[src/rtl/transducer_fire_sequencer_pkg.sv]
// Shared state encoding, default widths and watchdog limit for the transducer fire sequencer.
package transducer_seq_pkg;

  typedef enum logic [2:0] {
    ST_IDLE  = 3'd0,
    ST_ARM1  = 3'd1,
    ST_ARM2  = 3'd2,
    ST_FIRE  = 3'd3,
    ST_WAIT  = 3'd4,
    ST_GAP   = 3'd5,
    ST_FAULT = 3'd6
  } seqState_e;

  localparam int NCH_DEF  = 8;
  localparam int PD_W_DEF = 16;
  localparam int CT_W_DEF = 9;

  // Longest legitimate WAIT: full phase delay plus full charge time plus slack.
  function automatic int fireWdLimit(input int pdW, input int ctW);
    return int'((32'd1 << pdW) + (32'd1 << ctW) + 32'd8);
  endfunction

  localparam int WD_LIMIT = fireWdLimit(PD_W_DEF, CT_W_DEF);

endpackage

[src/rtl/transducer_fire_sequencer_table.sv]
// Per-channel phase-delay / charge-time / mask table with a single write port
// and flattened outputs (channel i at [i*W +: W]).
module fire_table_regs
  import transducer_seq_pkg::*;
#(
  parameter int NCH  = NCH_DEF,
  parameter int PD_W = PD_W_DEF,
  parameter int CT_W = CT_W_DEF
) (
  input  logic                    clk,
  input  logic                    rst_n,
  input  logic                    wrEn,
  input  logic [$clog2(NCH)-1:0]  wrCh,
  input  logic [PD_W-1:0]         wrPd,
  input  logic [CT_W-1:0]         wrCt,
  input  logic                    wrMask,
  output logic [NCH*PD_W-1:0]     phaseDelay,
  output logic [NCH*CT_W-1:0]     chargeTime,
  output logic [NCH-1:0]          mask
);

  // Table storage; only the addressed channel slice is updated.
  always_ff @(posedge clk or negedge rst_n) begin
    if (!rst_n) begin
      phaseDelay <= {(NCH*PD_W){1'b0}};
      chargeTime <= {(NCH*CT_W){1'b0}};
      mask       <= {NCH{1'b0}};
    end else begin
      for (int i = 0; i < NCH; i++) begin
        if (wrEn && (int'(wrCh) == i)) begin
          phaseDelay[i*PD_W +: PD_W] <= wrPd;
          chargeTime[i*CT_W +: CT_W] <= wrCt;
          mask[i]                    <= wrMask;
        end
      end
    end
  end

endmodule

[src/rtl/transducer_fire_sequencer.sv]
// Fire sequencer: drives shared channel reset/mark/go through bursts of pulses.
// Optional FIRE_WATCHDOG_EN adds a WAIT-state watchdog that forces FAULT.
module transducer_fire_sequencer
  import transducer_seq_pkg::*;
#(
  parameter int NCH   = NCH_DEF,
  parameter int PD_W  = PD_W_DEF,
  parameter int CT_W  = CT_W_DEF,
  parameter int PRI_W = 24,
  parameter int NP_W  = 16
) (
  input  logic                    clk,
  input  logic                    rst_n,
  input  logic                    cfg_wr,
  input  logic [$clog2(NCH)-1:0]  cfg_ch,
  input  logic [PD_W-1:0]         cfg_pd,
  input  logic [CT_W-1:0]         cfg_ct,
  input  logic                    cfg_mask,
  output logic                    cfg_rej,
  input  logic                    start,
  input  logic                    abort,
  input  logic                    clear_fault,
  input  logic [NP_W-1:0]         num_pulses,
  input  logic [PRI_W-1:0]        pri,
  output logic                    ch_rst,
  output logic                    ch_mark,
  output logic                    ch_go,
  output logic [NCH*PD_W-1:0]     ch_phase_delay,
  output logic [NCH*CT_W-1:0]     ch_charge_time,
  output logic [NCH-1:0]          ch_mask,
  input  logic [NCH-1:0]          ch_fire_complete,
  input  logic [NCH-1:0]          ch_warning,
  output logic                    busy,
  output logic                    done,
  output logic                    fault,
  output logic [NP_W-1:0]         pulse_cnt
);

  seqState_e        state_r;
  seqState_e        nextState_s;
  logic [NP_W-1:0]  count_r;
  logic [PRI_W-1:0] pri_r;
  logic [PRI_W-1:0] gapCnt_r;
  logic             allComplete_s;
  logic             anyWarn_s;
  logic             inBusy_s;
  logic             writable_s;
  logic             lastPulse_s;
  logic             countEvt_s;
  logic             doneEvt_s;
  logic             wdExpired_s;

  assign allComplete_s = &ch_fire_complete;
  assign anyWarn_s     = |ch_warning;
  assign inBusy_s      = (state_r != ST_IDLE) && (state_r != ST_FAULT);
  assign writable_s    = !inBusy_s;
  assign lastPulse_s   = ((pulse_cnt + NP_W'(1)) == count_r);
  // A completion is still counted when abort coincides, but never under a warning.
  assign countEvt_s    = (state_r == ST_WAIT) && allComplete_s && !anyWarn_s;
  assign doneEvt_s     = countEvt_s && lastPulse_s && !abort;

  fire_table_regs #(
    .NCH  (NCH),
    .PD_W (PD_W),
    .CT_W (CT_W)
  ) u_table (
    .clk        (clk),
    .rst_n      (rst_n),
    .wrEn       (cfg_wr && writable_s),
    .wrCh       (cfg_ch),
    .wrPd       (cfg_pd),
    .wrCt       (cfg_ct),
    .wrMask     (cfg_mask),
    .phaseDelay (ch_phase_delay),
    .chargeTime (ch_charge_time),
    .mask       (ch_mask)
  );

`ifdef FIRE_WATCHDOG_EN
  localparam int WD_W = ((PD_W > CT_W) ? PD_W : CT_W) + 2;
  localparam logic [WD_W-1:0] WD_LIM = WD_W'(fireWdLimit(PD_W, CT_W));
  logic [WD_W-1:0] wdCnt_r;

  // Counts cycles spent in the current WAIT visit.
  always_ff @(posedge clk or negedge rst_n) begin
    if (!rst_n) begin
      wdCnt_r <= {WD_W{1'b0}};
    end else if (state_r != ST_WAIT) begin
      wdCnt_r <= {WD_W{1'b0}};
    end else begin
      wdCnt_r <= wdCnt_r + WD_W'(1);
    end
  end

  assign wdExpired_s = (state_r == ST_WAIT) && (wdCnt_r == WD_LIM);
`else
  assign wdExpired_s = 1'b0;
`endif

  // Next-state logic; warning outranks abort, which outranks normal flow.
  always_comb begin
    nextState_s = state_r;
    if (inBusy_s && anyWarn_s) begin
      nextState_s = ST_FAULT;
    end else if (inBusy_s && abort) begin
      nextState_s = ST_IDLE;
    end else begin
      case (state_r)
        ST_IDLE:  if (start) nextState_s = ST_ARM1; else nextState_s = ST_IDLE;
        ST_ARM1:  nextState_s = ST_ARM2;
        ST_ARM2:  nextState_s = ST_FIRE;
        ST_FIRE:  nextState_s = ST_WAIT;
        ST_WAIT: begin
          if (allComplete_s) begin
            if (lastPulse_s) nextState_s = ST_IDLE; else nextState_s = ST_GAP;
          end else if (wdExpired_s) begin
            nextState_s = ST_FAULT;
          end else begin
            nextState_s = ST_WAIT;
          end
        end
        // GAP lasts pri+1 cycles so the fire-to-fire period is WAIT + pri + 4.
        ST_GAP:   if (gapCnt_r == pri_r) nextState_s = ST_ARM1; else nextState_s = ST_GAP;
        ST_FAULT: if (clear_fault) nextState_s = ST_IDLE; else nextState_s = ST_FAULT;
        default:  nextState_s = ST_IDLE;
      endcase
    end
  end

  // State register with outputs decoded from the next state so they align with it.
  always_ff @(posedge clk or negedge rst_n) begin
    if (!rst_n) begin
      state_r   <= ST_IDLE;
      ch_rst    <= 1'b1;
      ch_mark   <= 1'b0;
      ch_go     <= 1'b0;
      busy      <= 1'b0;
      done      <= 1'b0;
      fault     <= 1'b0;
      cfg_rej   <= 1'b0;
      pulse_cnt <= {NP_W{1'b0}};
      count_r   <= {NP_W{1'b0}};
      pri_r     <= {PRI_W{1'b0}};
      gapCnt_r  <= {PRI_W{1'b0}};
    end else begin
      state_r <= nextState_s;
      ch_rst  <= (nextState_s == ST_IDLE) || (nextState_s == ST_GAP);
      ch_mark <= (nextState_s inside {ST_ARM1, ST_ARM2, ST_FIRE});
      ch_go   <= (nextState_s == ST_FIRE);
      busy    <= (nextState_s != ST_IDLE) && (nextState_s != ST_FAULT);
      fault   <= (nextState_s == ST_FAULT);
      done    <= doneEvt_s;
      cfg_rej <= cfg_wr && !writable_s;
      if ((state_r == ST_IDLE) && start) begin
        count_r   <= (num_pulses == {NP_W{1'b0}}) ? NP_W'(1) : num_pulses;
        pri_r     <= pri;
        pulse_cnt <= {NP_W{1'b0}};
      end else if (countEvt_s) begin
        pulse_cnt <= pulse_cnt + NP_W'(1);
      end
      gapCnt_r <= (state_r == ST_GAP) ? (gapCnt_r + PRI_W'(1)) : {PRI_W{1'b0}};
    end
  end

endmodule

[config.mk]
export PLATFORM = sky130hd
export DESIGN_NAME = transducer_fire_sequencer
export DESIGN_NICKNAME = d
export VERILOG_FILES = /design/src/rtl/transducer_fire_sequencer_pkg.sv /design/src/rtl/transducer_fire_sequencer_table.sv /design/src/rtl/transducer_fire_sequencer.sv
export SDC_FILE = /design/constraint.sdc
export NUM_CORES = 1
export LEC_CHECK = 0
export BUFFER_PORTS_ARGS = -buffer_cell sky130_fd_sc_hd__buf_2
export CORE_MARGIN = 1
export CORE_UTILIZATION = 45
export CTS_CLUSTER_DIAMETER = 60
export DETAILED_ROUTE_END_ITERATION = 16
export GPL_TIMING_DRIVEN = 0
export PLACE_DENSITY_LB_ADDON = 0.1
export SLEW_MARGIN = 20
export SYNTH_ARGS = -nofsm -noshare
export SYNTH_HDL_FRONTEND = slang
export SYNTH_SLANG_ARGS = --single-unit
export TNS_END_PERCENT = 10
[constraint.sdc]
create_clock -name clk -period 2.6 [get_ports clk]
set_input_delay 0.78 -clock clk [delete_from_list [all_inputs] [get_ports clk]]
set_output_delay 0.78 -clock clk [all_outputs]
set_load 0.05 [all_outputs]
==> metrics.sh, run 1 <==
STATUS='finished, violations left'
FAILED_CHECKS='setup timing'
CP.REQUIRED_NS=2.95
MAPPEDNETLISTAREA_MM2=0.01253
RELATIVE_MAX_TRANSITION_MARGIN=0.5102
COMBPWRFRAC=0.483
WORST_SLEW_PIN_SLEW_NS=0.7347
REG2REGPATHDEPTH=9
SYNTH-SEQ-AREA-SHARE=0.5951
CLOCK_SINK_COUNT=298
SYNTH_TOP_CELL_AREA_SHARE=0.5930
YS_ASYNC_SR_FRACTION=1.000
DRV_SLEW=0
YOSYS.AREA_SHARE.ADDER=0.001997
SYNTH_EDF_COUNT=0
INITIAL_CORE_UTIL=0.4625
DRT_DRC_VIOLATIONS_LEFT=0
YOSYS_WARNINGS=0
DIEAREA_MM2=0.02852
SYNTH-COMPOUND-AREA-SHARE=0.03504
POWER.SEQUENTIAL.FRACTION=0.320
CLOCK_POWER_SHARE=0.197
ANTENNA_FOUND_INITIAL=1
INTERNAL_POWER_mW=12.81
CP.ARRIVAL_NS=2.96
TIMING.RR.END='ch_mark$_DFF_PN0_'
SYNTH.DISTINCT_CELLS=55
DIE_HEIGHT_UM=168.9
LAYOUT-DRIVE-GT1-SHARE=0.5373
FIRST_GLOBAL_VIAS=8711
CTS_TREE='yes'
P_LEAK_nW=7.662
FINALSETUPVIOLATIONS=1
FINALCLOCKSKEW_NS=0.01390
SETUP.WORST_PATH.START_CLASS='register'
POST-DP-HPWL_MM=22.91
NET-SWITCHING-POWER_mW=11.19
SYNTH-XOR-AREA-SHARE=0.04892
GRT_UTIL_ALL_LAYERS=0.2295
FINAL_PERIOD_MINUS_WORST_SETUP_SLACK_NS=2.608
CRITICAL_PATH.ENDPOINT_TYPE='register'
FIRST_PASS_GRT_WIRE_LENGTH_MM=50.34
WORST-SETUP-PATH-TYPE='register to register'
POST_SYNTH_MAIN_AREA_CONTRIBUTORS='sky130_fd_sc_hd__dfrtp_1, sky130_fd_sc_hd__mux2_2, sky130_fd_sc_hd__xor2_1, sky130_fd_sc_hd__xnor2_1, sky130_fd_sc_hd__nor2_1'
SYNTH_FP_NETS=1019
POSTROUTEANTENNANETS=0
CTS_ROOT_BUFFER='sky130_fd_sc_hd__clkbuf_16'
DP_SLACK_NS=-0.8077
POWER_DENSITY_mW_PER_MM2=1479
WORSTSETUPENDPOINT='ch_mark$_DFF_PN0_'
NUMCTSBUFFERS=35
POSTLAYOUTSETUPSLACKWORST_NS=-0.007578
LAYOUT-AREA-OVERHEAD-VS-SYNTH_PCT=29.48
SYNTHSIMPLEGATEAREAFRAC=0.08146
SW_FRAC_OF_TOTAL=0.4661
WL_PER_CELL_UM=19.24
MAXCAPVIOLCOUNT=0
HOLD_VIOLATIONS=0
FINALWEIGHTEDCONGESTION=0.8660
DIE_W_UM=168.9
YOSYS_MOST_USED_DFF='sky130_fd_sc_hd__dfrtp_1'
HTREEDEPTH=2
DIODES=0
FP.COREAREA_MM2=0.02710
FINAL_NET_COUNT=1397
FMAXACHIEVABLE_GHz=0.3835
SYNTHDOMINANTAREACELLTYPE='sky130_fd_sc_hd__dfrtp_1'
FLOP2FLOP_SETUP_SLACK_NS=-0.008
DETAIL_ROUTE.VIAS_PER_CELL=5.152
IRDROPWORSTVDD_mV=0.9387
MIN_PERIOD_OVER_PERIOD=1.003
STD_CELL_ROWS=60
POSTSYNTHCELLCOUNT=926
SETUP_TNS_NS=-0.007578
TOP_LEVEL_PORTS=322
TIMING.HOLD.WORST.CLASS='primary input to asynchronous set/reset pin'
DRTITER0DRC=406
DR.PASS1.ITERS=4
ROUTE.VIAS.TOTAL=8753
CTS-ROOT-TO-SINK-BUFFERS=3
POWER_mW=24.00
MAXIMUM_NUMBER_OF_PINS_ON_ONE_NET_BEFORE_GLOBAL_ROUTE_REPAIR=90
CLOCK_INSERTION_DELAY_AT_THE_LATER_PIN_OF_THE_SKEW_REPORT_NS=0.51
MUXSHAREOFSYNTHAREA=0.2227
CRIT_START='pulse_cnt[4]$_DFFE_PN0P_'
PORT_BUFFERS=321
MAIN_COMBINATIONAL_CELL_FAMILY_BY_AREA_AFTER_SYNTHESIS='multiplexers'
PATH_CLK_SLEW_NS=0.06
WIRELENGTH_MM=32.70
YOSYS_REGISTER_BITS=298
GLOBALROUTEOVERFLOWTOTAL=0
SYNTH_AREA_PER_CELL_UM2=13.53
CRITICAL_PATH_PEAK_FANOUT=10
WORSTREG2REGSTART='pulse_cnt[4]$_DFFE_PN0P_'
SETUP_REPAIR_AFTER_GLOBAL_ROUTING_MISSED_ITS_MARGIN='true'
-- kinds of logic after synthesis --
family                     Yosys count
AOI/OAI and AO/OA                   69
xor gates and xnor gates            70
adders and majority gates            2
buffers and inverters               44
DFF                                298
muxes                              248
and+or+nand+nor                    195
-- Yosys cell counts (all sizes together) (2+ instances only) --
master and number:
mux2 247, o2bb2ai 2, nor2b 3, xor2 38
nor4 12, o21ai 28, nor3 14, or3 5
nand3b 3, or4 3, o22ai 2, and3 6
o21bai 2, nor3b 5, dfrtp 297, nand2 39
nand2b 3, and4 2, nor4b 3, a211oi 2
o31ai 9, inv 6, and2 3, a21oi 9
clkbuf 22, nand3 18, buf 16, o211ai 3
xnor2 32, o2111ai 2, ha 2, nand4 12
nor2 61
-- routing by layer --
metal | vias to the layer above | track usage | wire length (um)
met5 | - | 0 | 0
met4 | 0 | 0.06087 | 673
met3 | 50 | 0.06710 | 2370
met2 | 266 | 0.3721 | 15510
met1 | 4380 | 0.3008 | 14150
li1 | 4057 | - | -
-- cells in the final DEF, fill, tap and decap left out, types with 10 or more instances in the layout --
| master | count |
|---|---|
| sky130_fd_sc_hd__nand3_1 | 15 |
| sky130_fd_sc_hd__clkbuf_1 | 17 |
| sky130_fd_sc_hd__buf_4 | 24 |
| sky130_fd_sc_hd__clkbuf_16 | 35 |
| sky130_fd_sc_hd__nand2_1 | 37 |
| sky130_fd_sc_hd__clkbuf_8 | 13 |
| sky130_fd_sc_hd__xor2_1 | 38 |
| sky130_fd_sc_hd__nor2_1 | 57 |
| sky130_fd_sc_hd__xnor2_1 | 31 |
| sky130_fd_sc_hd__dfrtp_2 | 10 |
| sky130_fd_sc_hd__buf_2 | 328 |
| sky130_fd_sc_hd__dfrtp_1 | 287 |
| sky130_fd_sc_hd__nand4_1 | 10 |
| sky130_fd_sc_hd__mux2_2 | 247 |
| sky130_fd_sc_hd__o21ai_0 | 25 |
-- state kept, by name (all words and copies together), names as in the netlist --
signal	count
pulse_cnt	16
cfg_rej	1
state_r	3
gapCnt_r	24
busy	1
ch_mark	1
u_table.chargeTime	72
pri_r	24
ch_rst	1
done	1
u_table.phaseDelay	128
ch_go	1
u_table.mask	8
count_r	16
fault	1
-- critical path: stages, from the launching register on --
cell and delay [ns]:
sky130_fd_sc_hd__dfrtp_2 0.41, sky130_fd_sc_hd__buf_2 0.18, sky130_fd_sc_hd__nand4_4 0.14, sky130_fd_sc_hd__buf_8 0.16, sky130_fd_sc_hd__nor3_2 0.07, sky130_fd_sc_hd__or3b_2 0.49, sky130_fd_sc_hd__a211oi_1 0.23, sky130_fd_sc_hd__nand4b_1 0.24
sky130_fd_sc_hd__a311o_1 0.39, sky130_fd_sc_hd__nor4b_2 0.16
-- through the flow --
stage          hold slack, ns  area [um^2]    util  instances
2_1_floorplan          0.4844        12550       -        926
3_3_place_gp           0.4824        14620  0.5396       1619
3_5_place_dp           0.4873        14720  0.5433       1622
4_1_cts                0.2349        16030  0.5915       1693
5_1_grt                0.2557        16230  0.5988       1699
6_report               0.2074        16230  0.5988       1699
-- how the worst min path moves through the flow --
stage | endpoint | slack, ns | depth (start not counted)
global route | pulse_cnt[12]$_DFFE_PN0P_ | 0.26 | 1
detailed placement | u_table.phaseDelay[31]$_DFFE_PN0P_ | 0.49 | 1
finish | pulse_cnt[12]$_DFFE_PN0P_ | 0.21 | 1
floorplan | busy$_DFF_PN0_ | 0.48 | 0
global placement | u_table.phaseDelay[26]$_DFFE_PN0P_ | 0.48 | 1
CTS | pulse_cnt[12]$_DFFE_PN0P_ | 0.23 | 1
-- layout make-up --
class                   count  area, um^2
clock buffers              54        1067
flip-flops and latches    298        7471
well taps                 372       465.4
inverters                   6       22.52
repair buffers            343        1846
plain buffers              36       221.5
clock inverters             6       61.31
fillers                  2297       10870
multi-input cells         584        5074
-- power by group through the flow --
| stage | Combinational, mW | Clock [mW] | Sequential (mW) |
|---|---|---|---|
| final | 11.6 | 4.74 | 7.67 |
| after floorplan | 2.83 | 0 | 13.5 |
| after global routing | 12.1 | 5.03 | 7.94 |
| after detailed placement | 11.6 | 0 | 7.71 |
| after CTS | 11.6 | 4.86 | 7.65 |
| after global placement | 11.4 | 0 | 7.62 |
-- timing repair --
item,CTS,global route
gates resized for setup,31,36
setup buffers,11,8
pin swaps,6,16
hold buffers,0,0
endpoints found under the setup margin,207,217
(Power assumes the default switching activity.)
==> inputs of run 2 (changes only) <==
ABC_AREA = 1   (was not set)
CTS_CLUSTER_SIZE = 12   (was not set)
==> run 2 against run 1 <==
The flow now finishes without violations; hold slack lost 0.071 ns; largest power group unchanged; combinational power about the same; power shrank 0.70%; synthesized cell count grew 48%; largest cell class unchanged.
==> metrics.sh, run 2 <==
FP.COREAREA_MM2=0.02703  # was 0.02710 mm^2
DETAIL_ROUTE.VIAS_PER_CELL=5.164  # was 5.152
MAIN_COMBINATIONAL_CELL_FAMILY_BY_AREA_AFTER_SYNTHESIS='simple AND/OR/NAND/NOR gates'  # was multiplexers
FINAL_COMMON_CELL='sky130_fd_sc_hd__nand2_1'  # was sky130_fd_sc_hd__buf_2
NUMPLACEDINSTANCES=2038  # was 1622
CTS_ROOT_BUFFER='sky130_fd_sc_hd__clkbuf_16'  # unchanged
STATUS='complete, no violations'  # was finished, violations left
SYNTH_TOP_CELL_AREA_SHARE=0.5989  # was 0.5930
SETUP_REPAIR_AFTER_GLOBAL_ROUTING_MISSED_ITS_MARGIN='true'  # unchanged
FIN_CELLS=2083  # was 1699
WIRELENGTH_MM=37.19  # was 32.70 mm
SYNTH_AREA_PER_CELL_UM2=9.038  # was 13.53 um^2
HOLD_BUFFERS=0  # unchanged
DRV_SLEW=0  # unchanged
FINALCLOCKSKEW_NS=0.02272  # was 0.01390 ns
PORT_BUFFERS=321  # unchanged
P_LEAK_nW=7.978  # was 7.662 nW
WORSTREG2REGSTART='pulse_cnt[1]$_DFFE_PN0P_'  # was pulse_cnt[4]$_DFFE_PN0P_
CRITICAL_PATH_PEAK_FANOUT=7  # was 10
ANTENNA_FOUND_INITIAL=2  # was 1
PATH_CELLS='ha_2, nand2_1, nor2_4, nand3_1, nand2_1, nand2_1, nand2_1, nand2_1, nor2_1, nand2_1, nor2_1, nand3_1, nand2_1, nand2_2, nand2_4, nand3_1, nand2_1'  # was buf_2, nand4_4, buf_8, nor3_2, or3b_2, a211oi_1, nand4b_1, a311o_1, nor4b_2
REGISTERS.TOP_BY_FF_COUNT='u_table.phaseDelay'  # unchanged
CRITPATHSLOWESTCELL='sky130_fd_sc_hd__dfrtp_1'  # was sky130_fd_sc_hd__or3b_2
ROUTE.VIAS.TOTAL=10760  # was 8753
MUXSHAREOFSYNTHAREA=0  # was 0.2227
CRIT_PATH_MAX_INCR_DELAY_NS=0.41  # was 0.49 ns
SETUP.WORST_PATH.START_CLASS='register'  # unchanged
YS_ASYNC_SR_FRACTION=1.000  # unchanged
HTREEDEPTH=1  # was 2
CRITPATHMOSTFREQUENTCELL='sky130_fd_sc_hd__nand2_1'
CRITICAL_PATH.ENDPOINT_TYPE='register'  # unchanged
YOSYS_REGISTER_BITS=298  # unchanged
DRTITER0DRC=922  # was 406
YOSYS-TOP-CELLS-COUNT='sky130_fd_sc_hd__nand2_1, sky130_fd_sc_hd__dfrtp_1, sky130_fd_sc_hd__o21ai_0'  # was sky130_fd_sc_hd__dfrtp_1, sky130_fd_sc_hd__mux2_2, sky130_fd_sc_hd__nor2_1
CP.REQUIRED_NS=3.08  # was 2.95 ns
POSTROUTEANTENNANETS=0  # unchanged
YOSYS.AREA_SHARE.ADDER=0.002017  # was 0.001997
LAYOUT-AREA-OVERHEAD-VS-SYNTH_PCT=24.63  # was 29.48%
DR.PASS1.ITERS=5  # was 4
WORST-SETUP-PATH-TYPE='register to register'  # unchanged
CTS_TREE='yes'  # unchanged
WL_PER_CELL_UM=17.85  # was 19.24 um
RELATIVE_MAX_TRANSITION_MARGIN=0.5269  # was 0.5102
SYNTHSIMPLEGATEAREAFRAC=0.2185  # was 0.08146
FINALSETUPVIOLATIONS=0  # was 1
WORST_SLEW_PIN_SLEW_NS=0.7042  # was 0.7347 ns
DRT_DRC_VIOLATIONS_LEFT=0  # unchanged
SYNTH_FP_NETS=1466  # was 1019
SYNTH-XOR-AREA-SHARE=0.02238  # was 0.04892
SYNTH_EDF_COUNT=0  # unchanged
MAXIMUM_NUMBER_OF_PINS_ON_ONE_NET_BEFORE_GLOBAL_ROUTE_REPAIR=100  # was 90
TIMING.HOLD.WORST.CLASS='primary input to asynchronous set/reset pin'  # unchanged
CLOCK_SINK_COUNT=298  # unchanged
YOSYS_WARNINGS=0  # unchanged
HOLD_VIOLATIONS=0  # unchanged
CRIT_START='pulse_cnt[1]$_DFFE_PN0P_'  # was pulse_cnt[4]$_DFFE_PN0P_
YOSYS_MOST_USED_DFF='sky130_fd_sc_hd__dfrtp_1'  # unchanged
POWER_DENSITY_mW_PER_MM2=1541  # was 1479 mW/mm^2
SYNTH.DISTINCT_CELLS=39  # was 55
CLOCK_INSERTION_DELAY_AT_THE_LATER_PIN_OF_THE_SKEW_REPORT_NS=0.56  # was 0.51 ns
NUMCTSBUFFERS=30  # was 35
POSTSYNTHCELLCOUNT=1373  # was 926
FINAL_NET_COUNT=1823  # was 1397
POST_SYNTH_MAIN_AREA_CONTRIBUTORS='sky130_fd_sc_hd__dfrtp_1, sky130_fd_sc_hd__nand2_1, sky130_fd_sc_hd__o21ai_0, sky130_fd_sc_hd__inv_1, sky130_fd_sc_hd__nand3_1'  # was sky130_fd_sc_hd__dfrtp_1, sky130_fd_sc_hd__mux2_2, sky130_fd_sc_hd__xor2_1, sky130_fd_sc_hd__xnor2_1, sky130_fd_sc_hd__nor2_1
SYNTH-COMPOUND-AREA-SHARE=0.1094  # was 0.03504
TOP_LEVEL_PORTS=322  # unchanged
MAPPEDNETLISTAREA_MM2=0.01241  # was 0.01253 mm^2
FMAXACHIEVABLE_GHz=0.4180  # was 0.3835 GHz
SYNTH-SEQ-AREA-SHARE=0.6010  # was 0.5951
SETUP_TNS_NS=0  # was -0.007578 ns
GLOBALROUTEOVERFLOWTOTAL=0  # unchanged
FINALWEIGHTEDCONGESTION=0.9129  # was 0.8660
REG_TOP3='u_table.phaseDelay: 128 flops, u_table.chargeTime: 72 flops'  # unchanged
POST-DP-HPWL_MM=27.17  # was 22.91 mm
POWER_mW=23.83  # was 24.00 mW
CELL_WITH_THE_MOST_INSTANCES_AFTER_SYNTHESIS='sky130_fd_sc_hd__nand2_1'  # was sky130_fd_sc_hd__dfrtp_1
IRDROPWORSTVDD_mV=0.9009  # was 0.9387 mV
PATH_CLK_SLEW_NS=0.06  # about the same
MIN_PERIOD_OVER_PERIOD=0.9200  # was 1.003
FINAL_PERIOD_MINUS_WORST_SETUP_SLACK_NS=2.392  # was 2.608 ns
LAYOUT_COMMON_CELLS='sky130_fd_sc_hd__nand2_1, sky130_fd_sc_hd__buf_2, sky130_fd_sc_hd__dfrtp_1'  # was sky130_fd_sc_hd__buf_2, sky130_fd_sc_hd__dfrtp_1, sky130_fd_sc_hd__mux2_2
GRT_UTIL_ALL_LAYERS=0.2645  # was 0.2295
FIRST_PASS_GRT_WIRE_LENGTH_MM=58.10  # was 50.34 mm
SYNTHDOMINANTAREACELLTYPE='sky130_fd_sc_hd__dfrtp_1'  # unchanged
DIE_W_UM=168.1  # was 168.9 um
NUMBER_OF_FLIP_FLOPS_UNDER_THE_LARGEST_REGISTER_NAME=128  # unchanged
CP.ARRIVAL_NS=2.88  # was 2.96 ns
LAYOUT-DRIVE-GT1-SHARE=0.2338  # was 0.5373
INITIAL_CORE_UTIL=0.4592  # was 0.4625
STD_CELL_ROWS=60  # unchanged
TIMING.HOLD.WS_NS=0.1360  # was 0.2074 ns
DIEAREA_MM2=0.02824  # was 0.02852 mm^2
MAXCAPVIOLCOUNT=0  # unchanged
CTS-ROOT-TO-SINK-BUFFERS=3  # unchanged
DIE_HEIGHT_UM=168.1  # was 168.9 um
FIRST_GLOBAL_VIAS=10490  # was 8711
FILLCELLCOUNT=2553  # was 2297
[run 2: cell types whose count changed after synthesis, moves of 10 or more]
cell,previous run,this run
sky130_fd_sc_hd__nand2_2,0,10
sky130_fd_sc_hd__buf_2,16,1
sky130_fd_sc_hd__nor2_1,61,50
sky130_fd_sc_hd__inv_1,5,93
sky130_fd_sc_hd__mux2_2,247,0
sky130_fd_sc_hd__o21ai_0,27,230
sky130_fd_sc_hd__xor2_1,38,4
sky130_fd_sc_hd__nand2_1,39,430
sky130_fd_sc_hd__clkbuf_1,22,53
sky130_fd_sc_hd__nand4_1,10,20
sky130_fd_sc_hd__nand3_1,18,53
[run 2: what timing repair did]
item / CTS / global route
setup buffers: 0 / 1
gates resized for setup: 0 / 4
setup endpoints to repair: 0 / 36
[run 2: power by group]
group / switching [mW] / internal [mW]
logic: 9.22 / 2.56
clock network: 1.76 / 2.41
registers: 1.23 / 6.65
total: 12.2 / 11.6
[run 2: path summary, 6_finish.rpt]
path                                                           end  slack (ns)  depth (start not counted)
worst max-delay path                                busy$_DFF_PN0_        0.21                         17
worst min-delay path                          pri_r[0]$_DFFE_PN0P_        0.14                          1
worst max register to register                      busy$_DFF_PN0_        0.21                         17
worst min register to register  u_table.phaseDelay[68]$_DFFE_PN0P_        0.47                          2
max in group asynchronous       u_table.phaseDelay[30]$_DFFE_PN0P_        1.33                          3
min in group clk                              pri_r[9]$_DFFE_PN0P_        0.42                          3
[run 2: kinds of logic (layout without fill, tap and decap cells)]
family / Yosys count / in the layout
simple gates: 625 / 625
flops: 298 / 298
compound gates: 266 / 266
buf+inv: 152 / 520
xor+xnor: 30 / 30
fa+ha+maj: 2 / 2
other cells: 0 / 1
[run 2: through the flow]
stage	worst slack (ns)	instance area [um^2]	utilization
global route	-0.02660	15470	0.5723
global placement	-4.882	14440	0.5344
detailed placement	-0.1772	14540	0.5378
CTS	0.1434	15440	0.5714
finish	0.2079	15470	0.5723
floorplan	0.2044	12410	-
[run 2: worst max-delay path: cells and delay by family (launching register included)]
family | cells | cell delay (ns)
DFF | 1 | 0.41
and+or+nand+nor | 16 | 1.67
adders and majority gates | 1 | 0.24
[run 2: cell type report]
| class | instances | area, um^2 | area share |
|---|---|---|---|
| Sequential cell | 298 | 7460 | 0.4823 |
| Tap cell | 341 | 426.7 | 0.02759 |
| Multi-Input combinational cell | 923 | 4384 | 0.2835 |
| Buffer | 56 | 219.0 | 0.01416 |
| Clock buffer | 37 | 787.0 | 0.05089 |
| Antenna cell | 1 | 2.502 | 0.0001618 |
| Inverter | 96 | 360.3 | 0.02330 |
| Timing Repair Buffer | 325 | 1707 | 0.1103 |
| Clock inverter | 6 | 120.1 | 0.007766 |
[run 2: routing by layer]
metal  part of all wire  vias to the layer above  global-route usage
met2               0.45                      343              0.4181
met1               0.45                     5165              0.3694
met3              0.065                       62             0.04866
li1                   -                     5184                   -
met4              0.033                        2             0.08854
met5            0.00035                        -                   0
